**src/rtl/ysyx_25020037_ifu.sv**
```systemverilog
// Instruction fetch unit: owns the fetch PC, issues one AXI4-Lite read at a time, hands {pc, inst} to decode.
// Optional macro YSYX_25020037_IFU_FAULT_CHECK_EN turns a non-OKAY read response into an ebreak instruction.
module ysyx_25020037_ifu #(
  parameter int                ADDR_W   = 32,
  parameter int                DATA_W   = 32,
  parameter logic [ADDR_W-1:0] RESET_PC = 32'h3000_0000
) (
  input  logic                     clk,
  input  logic                     rst,
  input  logic                     idu_ready,
  output logic                     ifu_valid,
  output logic [ADDR_W+DATA_W-1:0] fu_to_du_bus,
  input  logic                     exu_dnpc_valid,
  input  logic [ADDR_W-1:0]        exu_dnpc,
  output logic [ADDR_W-1:0]        araddr,
  output logic                     arvalid,
  input  logic                     arready,
  input  logic [DATA_W-1:0]        rdata,
  input  logic [1:0]               rresp,
  input  logic                     rvalid,
  output logic                     rready
);

  localparam logic [1:0] S_IDLE = 2'd0;
  localparam logic [1:0] S_AR   = 2'd1;
  localparam logic [1:0] S_R    = 2'd2;
  localparam logic [1:0] S_OUT  = 2'd3;

  localparam logic [DATA_W-1:0] EBREAK = DATA_W'(32'h0010_0073);

  logic [1:0]               state_q, state_d;
  logic [ADDR_W-1:0]        pc_q, pc_d;
  logic [ADDR_W-1:0]        araddr_q, araddr_d;
  logic                     arvalid_q, arvalid_d;
  logic                     rready_q, rready_d;
  logic                     ifu_valid_q, ifu_valid_d;
  logic [ADDR_W+DATA_W-1:0] bus_q, bus_d;
  logic                     drop_q, drop_d;

  logic [ADDR_W-1:0] redir_pc;
  logic [DATA_W-1:0] inst_w;
  logic              unused_bits;

  assign redir_pc = {exu_dnpc[ADDR_W-1:2], 2'b00};

`ifdef YSYX_25020037_IFU_FAULT_CHECK_EN
  assign inst_w = (rresp != 2'b00) ? EBREAK : rdata;
`else
  assign inst_w = rdata;
`endif

  assign unused_bits = ^{exu_dnpc[1:0], rresp, EBREAK};

  always_comb begin
    state_d     = state_q;
    pc_d        = pc_q;
    araddr_d    = araddr_q;
    arvalid_d   = arvalid_q;
    rready_d    = rready_q;
    ifu_valid_d = ifu_valid_q;
    bus_d       = bus_q;
    drop_d      = drop_q;

    // A redirect always wins the PC, whatever the FSM is doing.
    if (exu_dnpc_valid) pc_d = redir_pc;

    unique case (state_q)
      S_IDLE: begin
        state_d   = S_AR;
        arvalid_d = 1'b1;
        araddr_d  = pc_d;
      end
      S_AR: begin
        // The AR beat already on the bus must complete; its data is dropped later.
        if (exu_dnpc_valid) drop_d = 1'b1;
        if (arready) begin
          state_d   = S_R;
          arvalid_d = 1'b0;
          rready_d  = 1'b1;
        end
      end
      S_R: begin
        if (rvalid) begin
          rready_d = 1'b0;
          if (drop_q || exu_dnpc_valid) begin
            drop_d    = 1'b0;
            state_d   = S_AR;
            arvalid_d = 1'b1;
            araddr_d  = pc_d;
          end else begin
            ifu_valid_d = 1'b1;
            bus_d       = {pc_q, inst_w};
            state_d     = S_OUT;
          end
        end else if (exu_dnpc_valid) begin
          drop_d = 1'b1;
        end
      end
      S_OUT: begin
        if (exu_dnpc_valid || idu_ready) begin
          if (!exu_dnpc_valid) pc_d = pc_q + ADDR_W'(4);
          ifu_valid_d = 1'b0;
          state_d     = S_AR;
          arvalid_d   = 1'b1;
          araddr_d    = pc_d;
        end
      end
      default: state_d = S_IDLE;
    endcase
  end

  always_ff @(posedge clk or posedge rst) begin
    if (rst) begin
      state_q     <= S_IDLE;
      pc_q        <= RESET_PC;
      araddr_q    <= '0;
      arvalid_q   <= 1'b0;
      rready_q    <= 1'b0;
      ifu_valid_q <= 1'b0;
      bus_q       <= '0;
      drop_q      <= 1'b0;
    end else begin
      state_q     <= state_d;
      pc_q        <= pc_d;
      araddr_q    <= araddr_d;
      arvalid_q   <= arvalid_d;
      rready_q    <= rready_d;
      ifu_valid_q <= ifu_valid_d;
      bus_q       <= bus_d;
      drop_q      <= drop_d;
    end
  end

  assign araddr       = araddr_q;
  assign arvalid      = arvalid_q;
  assign rready       = rready_q;
  assign ifu_valid    = ifu_valid_q;
  assign fu_to_du_bus = bus_q;

endmodule

```
**config.mk**
```make
export PLATFORM = sky130hd
export DESIGN_NAME = ysyx_25020037_ifu
export DESIGN_NICKNAME = d
export VERILOG_FILES = /design/src/rtl/ysyx_25020037_ifu.sv
export SDC_FILE = /design/constraint.sdc
export NUM_CORES = 1
export LEC_CHECK = 0
export ABC_AREA = 1
export BUFFER_PORTS_ARGS = -buffer_cell sky130_fd_sc_hd__buf_2
export CAP_MARGIN = 0
export CORE_MARGIN = 5
export CORE_UTILIZATION = 50
export CTS_CLUSTER_DIAMETER = 80
export DETAILED_ROUTE_END_ITERATION = 7
export GPL_TIMING_DRIVEN = 0
export HOLD_SLACK_MARGIN = 0.03
export MAX_ROUTING_LAYER = met4
export PLACE_DENSITY = 0.8
export RECOVER_POWER = 25
export SLEW_MARGIN = 15
export SYNTH_ARGS = -nofsm -noshare
export SYNTH_HDL_FRONTEND = slang
export SYNTH_SLANG_ARGS = --single-unit
```
**constraint.sdc**
```tcl
create_clock -name clk -period 4.35 [get_ports clk]
set_input_delay 0 -clock clk [delete_from_list [all_inputs] [get_ports clk]]
set_output_delay 0 -clock clk [all_outputs]
set_load 0.02 [all_outputs]
```
==> impl_results.md <==
- Status: finished with violations
- Violated checks: capacitance limit, slew limit
- DR pass1 iterations: 6
- Hold Path Stages: 6
- Crit Path Category: register to register
- Rel. slew slack: -107%
- Drt initial violations: 946
- Min-delay worst type: input port to register
- Final Critical Period: 2.56 ns
- Die W: 127 µm
- Sequential cell area: 3360 µm²
- Mean routed wirelength per cell: 17.0 µm
- Antenna violations before repair: 0
- Vias in the first global route: 6610
- Clock latency on the worst-skew pair: 0.42 ns
- CTS tree: done
- CP top delay family: buffers and inverters
- R2r setup slk: 1.79 ns
- WP buf/inv: 5
- Post-Synth XOR/XNOR Area: 0%
- Synth Net Count: 929
- Top_reg_cell synth: dfrtp_1
- Post-route ant nets: 0
- Clock buffer depth: 2
- Die Y: 127 µm
- Layout area overhead: 33.8%
- Clock transition at path regs: 0.06 ns
- CP Launch Point: state_q[0]
- H-Tree Level Count: 4
- Synthesized area: 6870 µm²
- CP Data Required Time: 4.71 ns
- GRT Util Overall: 28.1%
- First-pass GRT wire length: 34300 µm
- Die Area: 16200 µm²
- Syn_area_per_cell: 8.06 µm²
- Multi-input logic area: 3070 µm²
- Num ports: 171
- Syn Inst Count: 852
- CP max FO: 10
- Simple-Gate Fraction of Synth Area: 27.4%
- Final Non-Filler Cells: 1295
- Pwr/cell area: 633 nW/µm²
- RR Endpoint: pc_q[8]
- Post-synth ARST share: 100%
- Largest family of logic cells by synthesized area: simple AND/OR/NAND/NOR gates
- Final Hold Vio Count: 0
- Final period util: 58.9%
- Via count: 6941
- Leak: 4.56 nW
- Core Area: 13300 µm²
- Post-synth EDFFs: 0
- Worst path slowest cell: dlygate4sd3_1
- Final nets: 1183
- Postcts setup bufs: 0
- GP Congestion: 0.995
- Slew Viols, Final: 70
- Post_cts resized: 0
- # diodes: 0
- Crit path cell chain: ha_1, buf_2, inv_2, nor2_1, buf_2, buf_2, nand2_1, o211ai_1, dlygate4sd3_1
- Reg2Reg Depth: 9
- Dpl hpwl: 15600 µm
- Hold-fix buffers at CTS: 68
- Design area: 9190 µm²
- DR vias/cell: 5.36
- Post-synthesis adder-cell area fraction: 0.911%
- Fmax achieved: 390 MHz
- CP peak stage delay: 0.57 ns
- Drt total wl: 22000 µm
- Least-Margin Pin Slew: 3.09 ns
- Most used cell, CP: buf_2
- Clk Tree Root Cell: clkbuf_16
- Post-Place Cells: 1195
- Distinct cells, synth: 36
- Sequential fraction of the synthesis area: 48.9%
- Filler instances: 1104
- Mux cell area share after synthesis: 5.41%
- Max IR drop VDD: 445 µV
- # DRC: 0
- Unrepaired setup endpoints after global routing: no
- CP startpoint kind: register
- Layout cell share with drive strength beyond 1: 24.1%
- Hold slack: 0.0812 ns
- Max Cap Violations: 1
- Reg2reg start: state_q[0]
- Grt total ovfl: 0
- Setup violations, final: 0
- Total Power: 0.00582 W
- Synth Area in Compound Gates: 10.9%
- Crit. End Element: register
- Final core utilization: 68.9%
- Clock sink count: 134
- TritonCTS Buffers: 17
- Yosys Warn Count: 0
- Starting density of the core: 51.5%
- Site Rows: 42
- Critical Path AT: 2.92 ns
- CP Depth: 9
- Critical path destination: pc_q[8]
- Placed cell areas: 7950 µm²
- #FFs+latches synth: 134
- Worst Skew: 0.00664 ns
- I/O Buffers: 166
- Largest net degree at the start of global routing: 71
-- sequential cells by signal, summed over array words and instances (netlist names) --
register / cells
drop_q: 1
ifu_valid: 1
arvalid: 1
rready: 1
fu_to_du_bus: 64
pc_q: 32
state_q: 2
araddr: 32
-- cells in the final DEF (no fill, tap or decap), types with 7 or more instances in the layout --
master / count
nand2_1: 232
buf_2: 165
dfrtp_1: 132
nor2_1: 105
dlygate4sd3_1: 68
inv_1: 60
o21ai_0: 53
nand3_1: 51
a21oi_1: 47
clkbuf_1: 35
mux2_2: 33
o21ai_1: 20
clkbuf_16: 17
nand3b_1: 12
nor2_2: 9
nand4_1: 7
a31oi_1: 7
-- synthesized netlist by cell type, types with 7 or more instances --
master	instances	area (µm²)
nand2_1	232	871
dfrtp_1	132	3300
nor2_1	105	394
inv_1	61	229
o21ai_0	53	265
nand3_1	51	255
a21oi_1	47	235
mux2_2	33	372
buf_2	21	105
o21ai_1	20	100
nand3b_1	12	90.1
clkbuf_1	9	33.8
nor2_2	9	56.3
a31oi_1	7	43.8
nand4_1	7	43.8
-- per-stage QoR --
| stage | TNS (ns) | setup slack [ns] |
|---|---|---|
| final | 0 | 1.79 |
| after global routing | 0 | 1.37 |
| after CTS | 0 | 1.84 |
| after detailed placement | 0 | 2.32 |
| after global placement | -92.87 | -0.715 |
| after floorplan | 0 | 0.771 |
-- final cells by class --
type                       count  share of cell area (%)
inverter                      67                    2.75
sequential                   134                    36.5
buffer                        38                    2.10
multi-input combinational    613                    33.4
tap                          176                    2.40
clock inverter                 7                    1.02
timing repair buffer         235                    16.5
clock buffer                  25                    5.39
-- how the worst min path moves through the flow --
| stage | start | end |
|---|---|---|
| floorplan | rdata[14] | fu_to_du_bus[14] |
| global placement | rdata[13] | fu_to_du_bus[13] |
| detailed placement | rst | fu_to_du_bus[0] |
| CTS | exu_dnpc_valid | arvalid |
| global route | exu_dnpc_valid | arvalid |
| finish | exu_dnpc_valid | arvalid |
-- tightest hold or removal path: cells and delay by family --
kind                   cells  cell delay [ns]
buffers and inverters      1             0.10
AND/OR/NAND/NOR            5             0.36
-- cell families after synthesis --
logic type / count (synthesis)
and+or+nand+nor: 435
AOI/OAI and AO/OA: 140
DFF: 134
buffers and inverters: 105
muxes: 33
adders and majority gates: 5
-- report_power, final --
| group | internal, W | switching, W | total (W) |
|---|---|---|---|
| Clock | 0.000903 | 0.000524 | 0.00143 |
| Sequential | 0.00170 | 0.000304 | 0.00201 |
| Combinational | 0.000810 | 0.00157 | 0.00238 |
| Total | 0.00342 | 0.00240 | 0.00582 |
-- per-layer routing --
metal | wire, µm | vias to the layer above | GRT usage (%) | part of all wire [%]
met5 | 0 | - | - | 0
met4 | 572 | 0 | 9.84 | 2.6
met3 | 2190 | 50 | 6.47 | 9.9
met2 | 9980 | 418 | 42.1 | 45
met1 | 9260 | 3195 | 37.7 | 42
li1 | - | 3278 | - | -
Power figures use the tool's default switching activity.
